## src/rtl/instr_queue_if.sv

```systemverilog
// instr_queue_if: fetch2-side enqueue bundle and decode-side dequeue port of the
// instruction queue.
// Handshake: the fetch2 bundle (lanes flagged by in_pc_valid) is accepted in a
// cycle iff queue_full is low and no flush is active; queue_full comes straight
// from a register, so fetch2 may use it to squash without a combinational loop.
// Decode lane k transfers on a clock edge iff out_valid[k] && deq_ready[k];
// both vectors are thermometer coded (00/01/11).
interface instr_queue_if;
    logic [1:0]       in_pc_valid;
    logic [1:0][31:0] in_pc;
    logic [1:0][31:0] in_instr;
    logic [1:0]       in_is_ret;
    logic [1:0]       in_is_call;
    logic             in_bp_taken;
    logic [31:0]      in_bp_target;
    logic             queue_full;
    logic [1:0]       out_valid;
    logic [1:0][31:0] out_pc;
    logic [1:0][31:0] out_instr;
    logic [1:0]       out_is_ret;
    logic [1:0]       out_is_call;
    logic [1:0]       out_bp_taken;
    logic [1:0][31:0] out_bp_target;
    logic [1:0]       deq_ready;

    modport master (
        output in_pc_valid, in_pc, in_instr, in_is_ret, in_is_call,
               in_bp_taken, in_bp_target, deq_ready,
        input  queue_full, out_valid, out_pc, out_instr, out_is_ret,
               out_is_call, out_bp_taken, out_bp_target
    );

    modport slave (
        input  in_pc_valid, in_pc, in_instr, in_is_ret, in_is_call,
               in_bp_taken, in_bp_target, deq_ready,
        output queue_full, out_valid, out_pc, out_instr, out_is_ret,
               out_is_call, out_bp_taken, out_bp_target
    );
endinterface

```

## src/rtl/instr_queue.sv

```systemverilog
// instr_queue: circular instruction buffer between fetch2 and decode.
// Takes up to two instructions per cycle, compacts them into the FIFO and
// presents the two oldest entries to decode. No same-cycle bypass.
// Optional macro IQ_PERF_CNT_EN adds saturating full/empty cycle counters;
// without it the perf ports are tied to zero.
module instr_queue #(
    parameter int DEPTH = 16
) (
    input  logic         clk,
    input  logic         resetn,
    input  logic         flush,
    instr_queue_if.slave iq,
    output logic [31:0]  perf_full_cycles,
    output logic [31:0]  perf_empty_cycles
);
    localparam int PTR_W = $clog2(DEPTH);
    localparam logic [PTR_W:0]   FULL_TH  = (PTR_W+1)'(DEPTH - 2);
    localparam logic [PTR_W:0]   DEPTH_C  = (PTR_W+1)'(DEPTH);
    localparam logic [PTR_W-1:0] PTR_ONE  = PTR_W'(1);

    typedef struct packed {
        logic [31:0] pc;
        logic [31:0] instr;
        logic        is_ret;
        logic        is_call;
        logic        bp_taken;
        logic [31:0] bp_target;
    } entry_t;

    entry_t           ram_q [DEPTH];
    logic [PTR_W-1:0] head_q, head_d, tail_q, tail_d;
    logic [PTR_W-1:0] head_p1, tail_p1;
    logic [PTR_W:0]   count_q, count_d;
    logic             queue_full_w;
    logic             enq_en;
    logic [1:0]       n_enq, n_deq;
    logic [1:0]       out_valid_w, deq_eff, deq_fire;
    entry_t           wr0, wr1, rd0, rd1;
    entry_t           lane0_plain, lane0_last, lane1_last;

    // Full leaves two free slots so a whole bundle always fits; register-only.
    assign queue_full_w = (count_q > FULL_TH);
    assign head_p1      = head_q + PTR_ONE;
    assign tail_p1      = tail_q + PTR_ONE;

    // Compact valid lanes in lane order; branch info rides on the last valid lane.
    always_comb begin
        enq_en      = !flush && !queue_full_w;
        lane0_plain = '{pc: iq.in_pc[0], instr: iq.in_instr[0], is_ret: iq.in_is_ret[0],
                        is_call: iq.in_is_call[0], bp_taken: 1'b0, bp_target: 32'h0};
        lane0_last  = lane0_plain;
        lane0_last.bp_taken  = iq.in_bp_taken;
        lane0_last.bp_target = iq.in_bp_target;
        lane1_last  = '{pc: iq.in_pc[1], instr: iq.in_instr[1], is_ret: iq.in_is_ret[1],
                        is_call: iq.in_is_call[1], bp_taken: iq.in_bp_taken,
                        bp_target: iq.in_bp_target};
        wr0   = lane0_plain;
        wr1   = lane1_last;
        n_enq = 2'd0;
        case (iq.in_pc_valid)
            2'b01: begin wr0 = lane0_last; n_enq = 2'd1; end
            2'b10: begin wr0 = lane1_last; n_enq = 2'd1; end
            2'b11: begin wr0 = lane0_plain; wr1 = lane1_last; n_enq = 2'd2; end
            default: n_enq = 2'd0;
        endcase
        if (!enq_en) n_enq = 2'd0;
    end

    // Decode view: thermometer valid, blanked during flush and when empty.
    always_comb begin
        out_valid_w = 2'b11;
        if (flush || count_q == '0) out_valid_w = 2'b00;
        else if (count_q == (PTR_W+1)'(1)) out_valid_w = 2'b01;
        deq_eff  = (iq.deq_ready == 2'b10) ? 2'b00 : iq.deq_ready;
        deq_fire = out_valid_w & deq_eff;
        n_deq    = {1'b0, deq_fire[0]} + {1'b0, deq_fire[1]};
        rd0      = out_valid_w[0] ? ram_q[head_q]  : '0;
        rd1      = out_valid_w[1] ? ram_q[head_p1] : '0;
    end

    // Pointer and occupancy next state; flush wins over enqueue and dequeue.
    always_comb begin
        head_d  = head_q + PTR_W'(n_deq);
        tail_d  = tail_q + PTR_W'(n_enq);
        count_d = count_q + (PTR_W+1)'(n_enq) - (PTR_W+1)'(n_deq);
        if (flush) begin
            head_d  = '0;
            tail_d  = '0;
            count_d = '0;
        end
    end

    // Pointer and occupancy registers.
    always_ff @(posedge clk or negedge resetn) begin
        if (!resetn) begin
            head_q  <= '0;
            tail_q  <= '0;
            count_q <= '0;
        end else begin
            head_q  <= head_d;
            tail_q  <= tail_d;
            count_q <= count_d;
        end
    end

    // Entry storage; no reset needed since occupancy gates every read.
    always_ff @(posedge clk) begin
        if (n_enq != 2'd0) ram_q[tail_q]  <= wr0;
        if (n_enq == 2'd2) ram_q[tail_p1] <= wr1;
    end

    assign iq.queue_full    = queue_full_w;
    assign iq.out_valid     = out_valid_w;
    assign iq.out_pc        = {rd1.pc, rd0.pc};
    assign iq.out_instr     = {rd1.instr, rd0.instr};
    assign iq.out_is_ret    = {rd1.is_ret, rd0.is_ret};
    assign iq.out_is_call   = {rd1.is_call, rd0.is_call};
    assign iq.out_bp_taken  = {rd1.bp_taken, rd0.bp_taken};
    assign iq.out_bp_target = {rd1.bp_target, rd0.bp_target};

`ifdef IQ_PERF_CNT_EN
    logic [31:0] perf_full_q, perf_empty_q;

    // Saturating stall/starve counters; survive flush, cleared only by reset.
    always_ff @(posedge clk or negedge resetn) begin
        if (!resetn) begin
            perf_full_q  <= '0;
            perf_empty_q <= '0;
        end else begin
            if (queue_full_w && iq.in_pc_valid != 2'b00 && !flush && perf_full_q != '1)
                perf_full_q <= perf_full_q + 32'd1;
            if (count_q == '0 && perf_empty_q != '1)
                perf_empty_q <= perf_empty_q + 32'd1;
        end
    end

    assign perf_full_cycles  = perf_full_q;
    assign perf_empty_cycles = perf_empty_q;
`else
    assign perf_full_cycles  = 32'h0;
    assign perf_empty_cycles = 32'h0;
`endif

    a_deq_ready_thermo: assert property (@(posedge clk) disable iff (!resetn)
        iq.deq_ready != 2'b10);
    a_count_bound: assert property (@(posedge clk) disable iff (!resetn)
        count_q <= DEPTH_C);
endmodule

```

## src/flat_wrapper.sv

```systemverilog
// flat-port wrapper written by rule: the top's interface ports become plain ports
module instr_queue_flat 
#(
    parameter int DEPTH = 16
)
  (clk, resetn, flush, perf_full_cycles, perf_empty_cycles, iq_in_pc_valid, iq_in_pc, iq_in_instr, iq_in_is_ret, iq_in_is_call, iq_in_bp_taken, iq_in_bp_target, iq_deq_ready, iq_queue_full, iq_out_valid, iq_out_pc, iq_out_instr, iq_out_is_ret, iq_out_is_call, iq_out_bp_taken, iq_out_bp_target);
  instr_queue_if iq_i ();
  input  logic clk;
  input  logic resetn;
  input  logic flush;
  output logic [31:0] perf_full_cycles;
  output logic [31:0] perf_empty_cycles;
  input wire logic [$bits(iq_i.in_pc_valid)-1:0] iq_in_pc_valid;
  input wire logic [$bits(iq_i.in_pc)-1:0] iq_in_pc;
  input wire logic [$bits(iq_i.in_instr)-1:0] iq_in_instr;
  input wire logic [$bits(iq_i.in_is_ret)-1:0] iq_in_is_ret;
  input wire logic [$bits(iq_i.in_is_call)-1:0] iq_in_is_call;
  input wire logic [$bits(iq_i.in_bp_taken)-1:0] iq_in_bp_taken;
  input wire logic [$bits(iq_i.in_bp_target)-1:0] iq_in_bp_target;
  input wire logic [$bits(iq_i.deq_ready)-1:0] iq_deq_ready;
  output wire logic [$bits(iq_i.queue_full)-1:0] iq_queue_full;
  output wire logic [$bits(iq_i.out_valid)-1:0] iq_out_valid;
  output wire logic [$bits(iq_i.out_pc)-1:0] iq_out_pc;
  output wire logic [$bits(iq_i.out_instr)-1:0] iq_out_instr;
  output wire logic [$bits(iq_i.out_is_ret)-1:0] iq_out_is_ret;
  output wire logic [$bits(iq_i.out_is_call)-1:0] iq_out_is_call;
  output wire logic [$bits(iq_i.out_bp_taken)-1:0] iq_out_bp_taken;
  output wire logic [$bits(iq_i.out_bp_target)-1:0] iq_out_bp_target;
  assign iq_i.in_pc_valid = iq_in_pc_valid;
  assign iq_i.in_pc = iq_in_pc;
  assign iq_i.in_instr = iq_in_instr;
  assign iq_i.in_is_ret = iq_in_is_ret;
  assign iq_i.in_is_call = iq_in_is_call;
  assign iq_i.in_bp_taken = iq_in_bp_taken;
  assign iq_i.in_bp_target = iq_in_bp_target;
  assign iq_i.deq_ready = iq_deq_ready;
  assign iq_queue_full = iq_i.queue_full;
  assign iq_out_valid = iq_i.out_valid;
  assign iq_out_pc = iq_i.out_pc;
  assign iq_out_instr = iq_i.out_instr;
  assign iq_out_is_ret = iq_i.out_is_ret;
  assign iq_out_is_call = iq_i.out_is_call;
  assign iq_out_bp_taken = iq_i.out_bp_taken;
  assign iq_out_bp_target = iq_i.out_bp_target;
  instr_queue #(.DEPTH(DEPTH)) u_core (.clk(clk), .resetn(resetn), .flush(flush), .iq(iq_i), .perf_full_cycles(perf_full_cycles), .perf_empty_cycles(perf_empty_cycles));
endmodule
```

## config.mk

```make
export PLATFORM = sky130hd
export DESIGN_NAME = instr_queue_flat
export DESIGN_NICKNAME = d
export VERILOG_FILES = /design/src/rtl/instr_queue_if.sv /design/src/rtl/instr_queue.sv /design/src/flat_wrapper.sv
export SDC_FILE = /design/constraint.sdc
export NUM_CORES = 2
export LEC_CHECK = 0
export CAP_MARGIN = 25
export CELL_PAD_IN_SITES_DETAIL_PLACEMENT = 1
export CELL_PAD_IN_SITES_GLOBAL_PLACEMENT = 1
export CORE_AREA = 2 2 456 571
export CTS_BUF_LIST = sky130_fd_sc_hd__clkbuf_16
export DETAILED_ROUTE_END_ITERATION = 12
export DIE_AREA = 0 0 458 573
export GPL_ROUTABILITY_DRIVEN = 1
export PLACE_DENSITY = 0.66
export SYNTH_ARGS = -nofsm -noshare
export SYNTH_HDL_FRONTEND = slang
export SYNTH_SLANG_ARGS = --single-unit
```

## constraint.sdc

```tcl
create_clock -name clk -period 21.1 [get_ports clk]
set_input_delay 3.165 -clock clk [delete_from_list [all_inputs] [get_ports clk]]
set_output_delay 3.165 -clock clk [all_outputs]
set_load 0.05 [all_outputs]
```

* Word-level counts from Yosys, hierarchy flattened
Memories as Yosys holds them, arrays and structs flattened.
Cells that the tools add are included.
** Storage, ports and cells
- Register bits :: 13
- RAM bits :: 1584
- Bits of input ports :: 172
- Memories :: 1
** Memories
- u_core.ram_q :: depth 16, width 99, read ports 2, clocked after Yosys merged registers in 0, wr ports 2, line instr_queue.sv:30 : entry_t ram_q [DEPTH];
** Operators by class
- $add $sub $neg :: 7
- Order comparisons :: 1
- Equal/unequal tests :: 6
- Muxes and demuxes :: 15
- Bitwise gates (word level) :: 1
- Reduce and logical (&&, ||, !) cells :: 7
** Operator list (count)
- $mux 99 :: 2
- $pmux 99 s2 :: 1
- $add 4x1->4 const B :: 2
- $add 4x2->4 :: 2
- $eq 2x2->1 const B :: 4
- $mux 2 :: 4
- $mux 4 :: 2
- $add 5x2->5 :: 1
- $eq 5x1->1 const B :: 1
- $gt 5x4->1 const B :: 1
- $logic_not 5->1 :: 1
- $mux 5 :: 1
- $sub 5x2->5 :: 1
- $mux 1 :: 4
- $pmux 2 s2 :: 1
- $add 1x1->2 :: 1
- $and 2x2->2 :: 1
- $eq 2x1->1 const B :: 1
- $logic_not 1->1 :: 2
- $reduce_bool 2->1 :: 1
- $reduce_or 2->1 :: 1
- $logic_and 1x1->1 :: 1
- $logic_or 1x1->1 :: 1

* Logic depth before layout (Yosys ltp)
- Depth in word-level cells :: 7
- Gate-level depth with buffers :: 18
- Depth with buffers taken out :: 16

* Worst setup path before layout
No wires, ideal clock.
- Path type :: in2reg
- Start :: in iq_in_pc_valid[0]
- End :: mem u_core.ram_q[14][0] (netlist bit) (enable)
- Setup time :: 0.800 ns
- Arrival time :: 13.148 ns
- Data required time :: 20.300 ns
- Slack :: 7.152 ns
- Cell stages on the path :: 4
- Cell sequence :: inv_1 > ha_1 > nor2b_1 > nor4_1
** RTL lines
- start: declaration :: line flat_wrapper.sv:13 : input wire logic [$bits(iq_i.in_pc_valid)-1:0] iq_in_pc_valid;
- end: declaration :: line instr_queue.sv:30

* Final worst setup path
- Start :: reg u_core.head_q[0]
- End :: out iq_out_is_call[1]
** Between the ends
- Word-level cells in the longest chain between the ends :: 3
** Ends and longest elaborated chain
- start: declaration :: line instr_queue.sv:31 : logic [PTR_W-1:0] head_q, head_d, tail_q, tail_d;
- start signal: assignment :: line instr_queue.sv:96 : head_q <= '0;
- start signal: assignment :: line instr_queue.sv:100 : head_q <= head_d;
- $add 4x1->4 :: line instr_queue.sv:43 : assign head_p1 = head_q + PTR_ONE;
- $mem_v2 16x99
- $mux 99 :: line instr_queue.sv:78 : rd1 = out_valid_w[1] ? ram_q[head_p1] : '0;
- end: declaration :: line flat_wrapper.sv:26 : output wire logic [$bits(iq_i.out_is_call)-1:0] iq_out_is_call;
No other way between the ends.

==> results.cfg <==
[detailed_routing]
routed_via_density = 6.43
drt_iter0_markers = 8359
detail-route-antenna-nets = 0
routed-via-count = 66788
drcViolationCount = 0
detailedRoute.firstPassIterationCount = 6
routedWlPerCell_um = 35.4
totalWireLength_um = 368000

[floorplanning]
row_count = 208
core_area_mm2 = 0.257
dieHeight_um = 573
die_area_mm2 = 0.262
initial_core_util = 0.349
die_w_um = 458
top_level_ports = 437

[setup_path]
critical_path.max_fanout = 52
worstSetupEndpointType = primary output
critical_path_class = reg -> out
startpoint_type = flop
crit_start = u_core.head_q[0]
critical_path.reg2reg.startpoint = u_core.count_q[4]
worst_ep_required_time_ps = 17940
ff2ff_path_depth = 8
regToRegSetupSlack_ps = 15590
cp_data_arrival_time_ps = 7380

[grt]
global_route.usage.total = 0.274
grt_max_degree = 146
grt-ovfl-total = 0
via_count_of_the_first_global_routing_pass = 67508
initial_antenna_violation_count = 49
grt_first_pass_wirelength_um = 515000

[min_path]
holdCritPathClass = reg -> reg
hold-path-cell-count = 2
startpoint_of_the_most_critical_hold_path = u_core.tail_q[3]

[logic_synthesis]
syn_area_per_cell_um2 = 12.8
share_of_the_yosys_chip_area_belonging_to_registers = 0.535
synth.lib_cells_used.distinct = 55
proportion_of_register_bits_with_asynchronous_set_or_reset_after_synthesis = 0.00814
ys_dominant_reg_cell = sky130_fd_sc_hd__edfxtp_1
synth-edff-count = 1584
synth_top_cell_area_share = 0.531
synthesis.instances = 6973
synth_largest_area_cell = sky130_fd_sc_hd__edfxtp_1
post-synth-top-count-cell = sky130_fd_sc_hd__edfxtp_1
synthesis.yosys.warnings = 0
netlist_top_cells_area = sky130_fd_sc_hd__edfxtp_1 (53%), sky130_fd_sc_hd__mux4_2 (20%), sky130_fd_sc_hd__a21oi_1 (5.9%)
ys_seq_elements = 1597
synth_area_mm2 = 0.0896
synth.cells.most_frequent = sky130_fd_sc_hd__edfxtp_1 (1584), sky130_fd_sc_hd__nor2_1 (1064), sky130_fd_sc_hd__a21oi_1 (1063)

[clock_tree]
clockBufferDepth = 3
cts_hold_repair.buffers = 0
cts.clk_slew.worst_paths_ps = 60
ctsRootBufferMaster = sky130_fd_sc_hd__clkbuf_16
cts.repair_timing.setup_buffer_count = 0
htree_levels = 4
cts_inserted_buffers = 180
cts_resized = 0
clock_tree_from_tritoncts = yes
clkSinkCount = 1597
later_pin_clock_latency_in_the_skew_report_ps = 860

[pwr]
power.internal_w = 0.00688
power.ir.vdd_worst_uv = 111
net-switching-power_w = 0.00377
comb_power_share = 0.373
p_clk_frac = 0.283
power.leakage_nw = 32.3
switching_share = 0.354
seq_power_share = 0.344
pwr_density_cell_mw_per_mm2 = 105

[timing]
hold-worst-slack_ps = 727
min_clock_period_post_route_ps = 10540
final-setup-viol-count = 0
postLayoutSetupSlackWorst_ps = 10560
hold_viol = 0
post-route-period-util = 0.500
unrepaired_setup_endpoints_after_global_routing = false
finalSetupTns_ps = 0
slew_violations = 0
max-slew-margin-rel = 0.126
skew_ps = 30.6
fmax_mhz = 94.9
max_slew.worst_pin.slew_ps = 1310

[placed_design]
gpl.final_weighted_congestion = 0.821
placement.setup.worst_slack_ps = 11210
port_buffers = 372
hpwl_dp_um = 204000

[flow_run]
drv.max_cap_violation_count = 0

[layout]
final_layout_size_suffix_gt1_frac = 0.183
area_growth_pct = 13.6
net_count_final = 7068

[outcome]
outcome = finished, final reports clean
## power groups by stage
stage / Sequential, W / Combinational, W / Clock [W]
floorplan: 0.00371 / 0.00277 / 0
global placement: 0.00372 / 0.00390 / 0
detailed placement: 0.00373 / 0.00395 / 0
CTS: 0.00366 / 0.00397 / 0.00304
global route: 0.00367 / 0.00417 / 0.00315
finish: 0.00367 / 0.00398 / 0.00301
## cell type report
type	count	area [um2]
Multi-Input combinational cell	4509	38300
Tap cell	3360	4200
Fill cell	26477	155000
Antenna cell	18	45.0
Clock buffer	181	4530
Inverter	16	60.1
Clock inverter	140	943
Sequential cell	1597	47900
Timing Repair Buffer	571	5770
## metrics by stage
| step | std cells | util | total power, W | area (um2) |
|---|---|---|---|---|
| after floorplan | 7036 | - | 0.00648 | 89800 |
| after global placement | 9997 | 0.372 | 0.00763 | 95600 |
| after detailed placement | 10009 | 0.373 | 0.00768 | 95800 |
| after CTS | 10330 | 0.395 | 0.0107 | 101000 |
| after global routing | 10382 | 0.397 | 0.0110 | 102000 |
| final | 10392 | 0.397 | 0.0107 | 102000 |
## layout by cell type, fill, tap and decap left out, types with 12 or more instances in the layout
master,n
sky130_fd_sc_hd__diode_2,18
sky130_fd_sc_hd__buf_12,29
sky130_fd_sc_hd__mux2i_1,198
sky130_fd_sc_hd__buf_4,160
sky130_fd_sc_hd__clkdlybuf4s50_1,372
sky130_fd_sc_hd__o21ai_4,12
sky130_fd_sc_hd__edfxtp_1,1584
sky130_fd_sc_hd__a21oi_1,1063
sky130_fd_sc_hd__mux4_2,792
sky130_fd_sc_hd__o2111ai_4,16
sky130_fd_sc_hd__a41oi_1,99
sky130_fd_sc_hd__nand2_2,16
sky130_fd_sc_hd__nor2_1,1064
sky130_fd_sc_hd__nand3_1,397
sky130_fd_sc_hd__and2_1,529
sky130_fd_sc_hd__a22oi_1,66
sky130_fd_sc_hd__clkbuf_16,181
sky130_fd_sc_hd__conb_1,64
sky130_fd_sc_hd__clkinv_2,17
sky130_fd_sc_hd__o22ai_1,99
sky130_fd_sc_hd__ha_1,16
sky130_fd_sc_hd__clkinv_1,50
sky130_fd_sc_hd__inv_1,63
## worst max-delay path: stages (launching register included)
cell                              delay, ps
sky130_fd_sc_hd__dfrtp_4               1080
sky130_fd_sc_hd__ha_4                   740
sky130_fd_sc_hd__buf_4                  810
sky130_fd_sc_hd__buf_4                  800
sky130_fd_sc_hd__buf_4                  760
sky130_fd_sc_hd__mux4_2                 350
sky130_fd_sc_hd__nand3_1                 90
sky130_fd_sc_hd__a41oi_1                790
sky130_fd_sc_hd__clkdlybuf4s50_1        950
## kinds of logic (layout without fill, tap and decap cells)
logic type	Yosys count	in the layout	synth area share
flops	1597	1597	0.535
buf+inv	930	908	0.0461
xor+xnor	6	6	0.000587
fa+ha+maj	21	21	0.00327
compound gates	1366	1366	0.0855
other cells	1	82	0.0000419
simple gates	2062	2062	0.109
mux	990	990	0.221
## per-layer routing
metal,global-route usage,wire (um),up-vias
met5,0,239,-
met4,0.124,18200,38
met3,0.0633,37300,950
met2,0.446,175000,4150
met1,0.346,137000,35215
li1,-,-,26435
## sequential cells by signal, summed over array words and instances, names as in the netlist
signal          cells
u_core.ram_q     1584
u_core.head_q       4
u_core.count_q      5
u_core.tail_q       4
## path summary, 6_finish.rpt
kind,end
max,iq_out_is_call[1]
max reg2reg,u_core.ram_q[11][5]
min,u_core.tail_q[3]
min in group asynchronous,u_core.head_q[1]
min reg2reg,u_core.tail_q[3]
max in group asynchronous,u_core.head_q[0]
Power figures use the tool's default switching activity.
